[src/rtl/ntt_pkg.sv]
// Shared definitions for the NTT address generator: FSM state encoding and
// default transform geometry.
package ntt_pkg;

  typedef enum logic [1:0] {
    IDLE = 2'd0,
    RUN  = 2'd1,
    GAP  = 2'd2,
    DONE = 2'd3
  } ntt_state_t;

  localparam int NTT_LOG_N      = 8;
  localparam int NTT_ADDR_WIDTH = 17;

endpackage

[src/rtl/ntt_bfly_cnt.sv]
// Nested stage / group / in-group counters for the NTT butterfly schedule.
// Holds the indices of the pair currently presented and exposes its successor.
module ntt_bfly_cnt #(
  parameter int log_n = 8,
  parameter int SW    = $clog2(log_n)
) (
  input  logic             clk,
  input  logic             rst_n,
  input  logic             clr,
  input  logic             step,
  input  logic             inv,
  output logic [SW-1:0]    stg,
  output logic [log_n-1:0] g,
  output logic [log_n-1:0] j,
  output logic [SW-1:0]    stg_nxt,
  output logic [log_n-1:0] g_nxt,
  output logic [log_n-1:0] j_nxt,
  output logic             stage_last,
  output logic             final_stage
);

  logic [SW-1:0]    hl;
  logic [log_n-1:0] j_max;
  logic [log_n-1:0] g_max;
  logic             j_last;
  logic             g_last;

  // hl = log2(half) for the current stage; groups take the remaining bits.
  always_comb begin
    hl    = inv ? stg : SW'(log_n - 1) - stg;
    j_max = (log_n'(1) << hl) - log_n'(1);
    g_max = (log_n'(1) << (SW'(log_n - 1) - hl)) - log_n'(1);
  end

  assign j_last      = (j == j_max);
  assign g_last      = (g == g_max);
  assign stage_last  = j_last & g_last;
  assign final_stage = (stg == SW'(log_n - 1));

  always_comb begin
    stg_nxt = stg;
    g_nxt   = g;
    j_nxt   = j + log_n'(1);
    if (j_last) begin
      j_nxt = '0;
      g_nxt = g + log_n'(1);
      if (g_last) begin
        g_nxt   = '0;
        stg_nxt = stg + SW'(1);
      end
    end
  end

  always_ff @(posedge clk or negedge rst_n) begin
    if (!rst_n) begin
      stg <= '0;
      g   <= '0;
      j   <= '0;
    end else if (clr) begin
      stg <= '0;
      g   <= '0;
      j   <= '0;
    end else if (step) begin
      stg <= stg_nxt;
      g   <= g_nxt;
      j   <= j_nxt;
    end
  end

endmodule

[src/rtl/ntt_addr_gen.sv]
// NTT butterfly address / twiddle generator with stage gaps and stall.
// Define NTT_ADDR_GEN_INV_EN to support inverse (Gentleman-Sande) ordering.
module ntt_addr_gen
  import ntt_pkg::*;
#(
  parameter int log_n      = NTT_LOG_N,
  parameter int addr_width = NTT_ADDR_WIDTH,
  parameter int stage_gap  = 8
) (
  input  logic                     clk,
  input  logic                     rst_n,
  input  logic                     start,
  input  logic                     inverse,
  input  logic                     stall,
  output logic [addr_width-1:0]    out0_addr,
  output logic [addr_width-1:0]    out1_addr,
  output logic                     out0_en,
  output logic                     out1_en,
  output logic                     mode,
  output logic [log_n-1:0]         tw_addr,
  output logic [$clog2(log_n)-1:0] stage,
  output logic                     busy,
  output logic                     done
);

  localparam int SW = $clog2(log_n);
  localparam int GW = $clog2(stage_gap + 2);

  typedef struct packed {
    logic [addr_width-1:0] a0;
    logic [addr_width-1:0] a1;
    logic [log_n-1:0]      tw;
    logic                  mode;
  } pair_t;

  ntt_state_t state, state_nxt;

  logic             load, use_nxt, cnt_clr, cnt_step, vld_nxt;
  logic             gap_clr, gap_inc, gap_last;
  logic [GW-1:0]    gap_cnt;
  logic             inv_in, inv_q, inv_src;

  logic [SW-1:0]    cnt_stg, cnt_stg_nxt, src_stg;
  logic [log_n-1:0] cnt_g, cnt_g_nxt, src_g;
  logic [log_n-1:0] cnt_j, cnt_j_nxt, src_j;
  logic             stage_last, final_stage;

  pair_t                 pair_nxt;
  logic [addr_width-1:0] out0_p0, out1_p0;
  logic [log_n-1:0]      tw_p0;
  logic                  mode_p0;
  logic                  vld_p0;

  function automatic pair_t pair_calc(input logic [SW-1:0]    s,
                                      input logic [log_n-1:0] gi,
                                      input logic [log_n-1:0] ji,
                                      input logic             inv);
    int unsigned hl, gl, half, base;
    pair_t p;
    if (inv) hl = 32'(s);
    else     hl = 32'(log_n - 1) - 32'(s);
    gl     = 32'(log_n - 1) - hl;
    half   = 32'd1 << hl;
    base   = (32'(gi) << (hl + 32'd1)) + 32'(ji);
    p.a0   = addr_width'(base);
    p.a1   = addr_width'(base + half);
    p.tw   = log_n'((32'd1 << gl) + 32'(gi));
    p.mode = (half <= 32'd2);
    return p;
  endfunction

`ifdef NTT_ADDR_GEN_INV_EN
  assign inv_in = inverse;

  always_ff @(posedge clk or negedge rst_n) begin
    if (!rst_n)                      inv_q <= 1'b0;
    else if (state == IDLE && start) inv_q <= inverse;
  end
`else
  logic unused_inverse;
  assign unused_inverse = inverse;
  assign inv_in         = 1'b0;
  assign inv_q          = 1'b0;
`endif

  // The direction for the very first pair comes straight from the start cycle.
  assign inv_src = (state == IDLE) ? inv_in : inv_q;

  ntt_bfly_cnt #(
    .log_n (log_n),
    .SW    (SW)
  ) u_cnt (
    .clk         (clk),
    .rst_n       (rst_n),
    .clr         (cnt_clr),
    .step        (cnt_step),
    .inv         (inv_src),
    .stg         (cnt_stg),
    .g           (cnt_g),
    .j           (cnt_j),
    .stg_nxt     (cnt_stg_nxt),
    .g_nxt       (cnt_g_nxt),
    .j_nxt       (cnt_j_nxt),
    .stage_last  (stage_last),
    .final_stage (final_stage)
  );

  always_ff @(posedge clk or negedge rst_n) begin
    if (!rst_n) state <= IDLE;
    else        state <= state_nxt;
  end

  always_comb begin
    state_nxt = state;
    load      = 1'b0;
    use_nxt   = 1'b0;
    cnt_clr   = 1'b0;
    cnt_step  = 1'b0;
    vld_nxt   = vld_p0;
    gap_clr   = 1'b0;
    gap_inc   = 1'b0;
    unique case (state)
      IDLE: begin
        if (start) begin
          state_nxt = RUN;
          load      = 1'b1;
          vld_nxt   = 1'b1;
        end
      end
      RUN: begin
        if (vld_p0 && !stall) begin
          if (!stage_last) begin
            cnt_step = 1'b1;
            load     = 1'b1;
            use_nxt  = 1'b1;
          end else if (final_stage) begin
            state_nxt = DONE;
            vld_nxt   = 1'b0;
            cnt_clr   = 1'b1;
          end else if (stage_gap == 0) begin
            cnt_step = 1'b1;
            load     = 1'b1;
            use_nxt  = 1'b1;
          end else begin
            cnt_step  = 1'b1;
            state_nxt = GAP;
            vld_nxt   = 1'b0;
            gap_clr   = 1'b1;
          end
        end
      end
      GAP: begin
        gap_inc = 1'b1;
        if (gap_last) begin
          state_nxt = RUN;
          load      = 1'b1;
          vld_nxt   = 1'b1;
        end
      end
      DONE:    state_nxt = IDLE;
      default: state_nxt = IDLE;
    endcase
  end

  always_ff @(posedge clk or negedge rst_n) begin
    if (!rst_n)       gap_cnt <= '0;
    else if (gap_clr) gap_cnt <= '0;
    else if (gap_inc) gap_cnt <= gap_cnt + GW'(1);
  end

  assign gap_last = (32'(gap_cnt) + 32'd1) >= 32'(stage_gap);

  // Stage p0: pair arithmetic on the counter value about to be presented.
  always_comb begin
    src_stg  = use_nxt ? cnt_stg_nxt : cnt_stg;
    src_g    = use_nxt ? cnt_g_nxt   : cnt_g;
    src_j    = use_nxt ? cnt_j_nxt   : cnt_j;
    pair_nxt = pair_calc(src_stg, src_g, src_j, inv_src);
  end

  always_ff @(posedge clk or negedge rst_n) begin
    if (!rst_n) begin
      out0_p0 <= '0;
      out1_p0 <= '0;
      tw_p0   <= '0;
      mode_p0 <= 1'b0;
      vld_p0  <= 1'b0;
    end else begin
      vld_p0 <= vld_nxt;
      if (load) begin
        out0_p0 <= pair_nxt.a0;
        out1_p0 <= pair_nxt.a1;
        tw_p0   <= pair_nxt.tw;
        mode_p0 <= pair_nxt.mode;
      end
    end
  end

  // A held pair stays on the bus and only counts as issued once stall drops.
  assign out0_addr = out0_p0;
  assign out1_addr = out1_p0;
  assign tw_addr   = tw_p0;
  assign mode      = mode_p0;
  assign out0_en   = vld_p0 & ~stall;
  assign out1_en   = vld_p0 & ~stall;
  assign stage     = cnt_stg;
  assign busy      = (state == RUN) || (state == GAP);
  assign done      = (state == DONE);

endmodule
[config.mk]
export PLATFORM = sky130hd
export DESIGN_NAME = ntt_addr_gen
export DESIGN_NICKNAME = d
export VERILOG_FILES = /design/src/rtl/ntt_pkg.sv /design/src/rtl/ntt_bfly_cnt.sv /design/src/rtl/ntt_addr_gen.sv
export SDC_FILE = /design/constraint.sdc
export NUM_CORES = 1
export LEC_CHECK = 0
export ABC_AREA = 1
export CORE_UTILIZATION = 53
export DETAILED_ROUTE_END_ITERATION = 16
export PLACE_DENSITY = 0.88
export SLEW_MARGIN = 20
export SYNTH_ARGS = -nofsm -noshare
export SYNTH_HDL_FRONTEND = slang
export SYNTH_SLANG_ARGS = --single-unit
[constraint.sdc]
create_clock -name clk -period 5.5 [get_ports clk]
set_input_delay 1.1 -clock clk [delete_from_list [all_inputs] [get_ports clk]]
set_output_delay 1.1 -clock clk [all_outputs]
set_load 0.01 [all_outputs]
==> qor.txt <==
first-pass iteration count of the detailed router -> 8
most frequent CP cell -> nand2_1
worst-path fanout max -> 5
minimum clock period -> 5.86 ns
clk buf depth -> 2
Final Non-Filler Cells -> 1,173
Starting Density -> 0.550
Yosys top cell area share -> 0.286
Num CTS Buffers -> 9
final hold violation count -> 0
final worst-path setup slack -> -0.362 ns
Leak -> 0.00423 uW
Die Y -> 109 um
Max VDD drop -> 0.479 mV
clk root buf -> clkbuf_16
initial DRC count -> 874
CP startpoint -> u_cnt.stg[0]$_DFFE_PN0P_
Hold Buf Count CTS -> 0
Post-DRT Antenna Nets -> 0
status -> finished, violations left
final WL -> 20,900 um
CTS Sinks -> 69
Post-route DRC -> 0
Worst setup SP type -> register
Max Freq -> 0.171 GHz
Mapped Cells -> 882
fin nets -> 1,085
H-Tree Depth -> 3
core area -> 0.0110 sq mm
yosys warns -> 0
site row count -> 38
power density cells -> 616 mW/mm^2
layout cells sized above 1 -> 0.270
Seq cells post-synth -> 69
min-delay src -> out0_addr[12]$_DFFE_PN0P_
Final Cell Area -> 0.00828 sq mm
GP Congestion -> 0.946
total die area -> 0.0118 sq mm
CP endpoint kind -> register
RR Startpoint -> u_cnt.stg[0]$_DFFE_PN0P_
GR Overflow Total -> 0
slowest CP cell -> dfrtp_2
Post-Syn Area -> 0.00604 sq mm
largest area contributor in the netlist -> dfrtp_1
Vias/cell -> 5.89
critical path arrival -> 6.10 ns
area grow syn2layout -> 37.0%
Netlist cell types -> 39
Final Skew -> 0.0102 ns
final setup violation count -> 10
slowest stage delay, CP -> 0.47 ns
final worst-path cycle share -> 1.07
antenna diode count -> 0
Post-Place Cell Area -> 0.00726 sq mm
clk slew on worst S/H paths -> 0.06 ns
sequential element share of the synthesized area -> 0.286
RSZ-0062 raised after global routing -> true
relative slew slack -> 0.389
die width -> 109 um
largest net degree at the start of global routing -> 70
Placed Cells -> 1,133
Routed WL per cell -> 17.8 um
Buf/Inv on CP -> 5
critical path type -> register to register
violated checks -> setup timing
Worst-Skew Late Latency -> 0.36 ns
initial antenna violation count -> 0
IO Count -> 55
Slew Viols, Final -> 0
vias in the first global route -> 6,044
Via Count -> 6,908
hold crit path type -> register to register
Post-Syn Area per Cell -> 6.85 sq um
first-pass GRT wire length -> 27,600 um
Max Cap Viol -> 0
Detail Placement HPWL -> 12,200 um
I/O Buffers -> 53
CTS tree -> built
Slew @ Worst Pin -> 0.916 ns
Tot GR Track Use -> 0.300
Top Family by Delay on Critical Path -> simple AND/OR/NAND/NOR gates
Worst EP required -> 5.73 ns
synthesized net count -> 935
top post-synthesis cells by area -> dfrtp_1 (29%), nand2_1 (16%), ha_1 (9.3%)
-- routing by layer --
layer | track usage | wire, um
met5 | 0 | 0
met4 | 0.104 | 1170
met3 | 0.0675 | 2050
met2 | 0.519 | 9950
met1 | 0.365 | 7710
-- state kept, by name, summed over array words and instances, names as in the netlist --
signal / flops
gap_cnt: 4
mode: 1
out0_addr: 17
out1_addr: 17
state: 2
tw_addr: 8
u_cnt.g: 8
u_cnt.j: 8
u_cnt.stg: 3
vld_p0: 1
-- final timing paths --
check	endpoint	slack, ns	depth (start not counted)
setup / recovery	out1_addr[15]$_DFFE_PN0P_	-0.36	34
hold / removal	out0_addr[12]$_DFFE_PN0P_	0.48	2
setup reg to reg	out1_addr[15]$_DFFE_PN0P_	-0.36	34
hold reg to reg	out0_addr[12]$_DFFE_PN0P_	0.48	2
max in group asynchronous	u_cnt.stg[1]$_DFFE_PN0P_	3.88	2
min in group asynchronous	out1_addr[5]$_DFFE_PN0P_	0.96	2
-- cells by family (layout without fill, tap and decap cells) --
| group | Yosys count | after routing | share of synthesized area |
|---|---|---|---|
| buffers and inverters | 136 | 287 | 0.0934 |
| and+or+nand+nor | 488 | 488 | 0.377 |
| xor gates and xnor gates | 30 | 30 | 0.0435 |
| AOI/OAI and AO/OA | 111 | 111 | 0.0971 |
| DFF | 69 | 69 | 0.286 |
| adders and majority gates | 48 | 48 | 0.103 |
-- repair_timing --
item	in CTS	in global routing
setup endpoints to repair	7	14
buffers inserted	10	18
resized for setup	23	97
pin swaps	19	64
-- cells in the final DEF (no fill, tap or decap), types with 9 or more instances in the layout --
cell / instances
a21oi_1: 16
ha_4: 14
nand4_1: 16
ha_1: 27
nand2_1: 249
clkbuf_16: 9
o21ai_0: 59
xor2_1: 16
nor2_4: 14
clkdlybuf4s50_1: 52
buf_4: 105
nand3_1: 83
a21oi_2: 12
inv_1: 88
dfrtp_1: 67
nor2_1: 44
nand2_2: 27
inv_2: 16
nand2_4: 9
nor2_2: 13
nand3_2: 17
-- stage by stage --
step	util	TNS [ns]	hold slack [ns]	power [uW]	setup slack, ns
floorplan	-	0	0.463	2710	0.0499
global placement	0.661	-0.122	0.462	3680	-0.0774
detailed placement	0.661	-0.622	0.471	3770	-0.205
CTS	0.697	0	0.484	4390	0.00224
global route	0.754	-4.36	0.517	5430	-0.542
finish	0.754	-2.11	0.479	5100	-0.362
-- synthesized netlist by cell type (all sizes together) --
library cell and n:
nand2 286, a22oi 1, dfrtp 69, nand4 16
o221ai 1, clkbuf 17, and2 1, fa 3
o21ai 68, clkinv 2, ha 45, nand3b 2
xnor2 9, inv 107, buf 10, nor2 72
xor2 21, nor3 8, a21o 3, a21oi 30
a31oi 2, o211ai 3, nand3 103, o21bai 3
-- worst min-delay path: stages, from the launching register on --
cell	delay, ns
dfrtp_1	0.34
nand2_1	0.05
nand2_1	0.06
-- power breakdown --
| part | leakage [uW] | internal (uW) | switching, uW | total, uW |
|---|---|---|---|---|
| Clock | 0.000119 | 292 | 222 | 514 |
| Sequential | 0.000880 | 728 | 193 | 921 |
| Combinational | 0.00323 | 1550 | 2110 | 3660 |
| Total | 0.00423 | 2570 | 2530 | 5100 |
-- final cells by class --
class | instances | area [sq um]
inverter | 109 | 424
clock inverter | 3 | 17.5
sequential | 69 | 1730
timing repair buffer | 166 | 1410
clock buffer | 9 | 225
tap | 140 | 175
fill | 675 | 2700
multi-input combinational | 677 | 4300
Note: power is estimated with default switching activity, not from simulation.
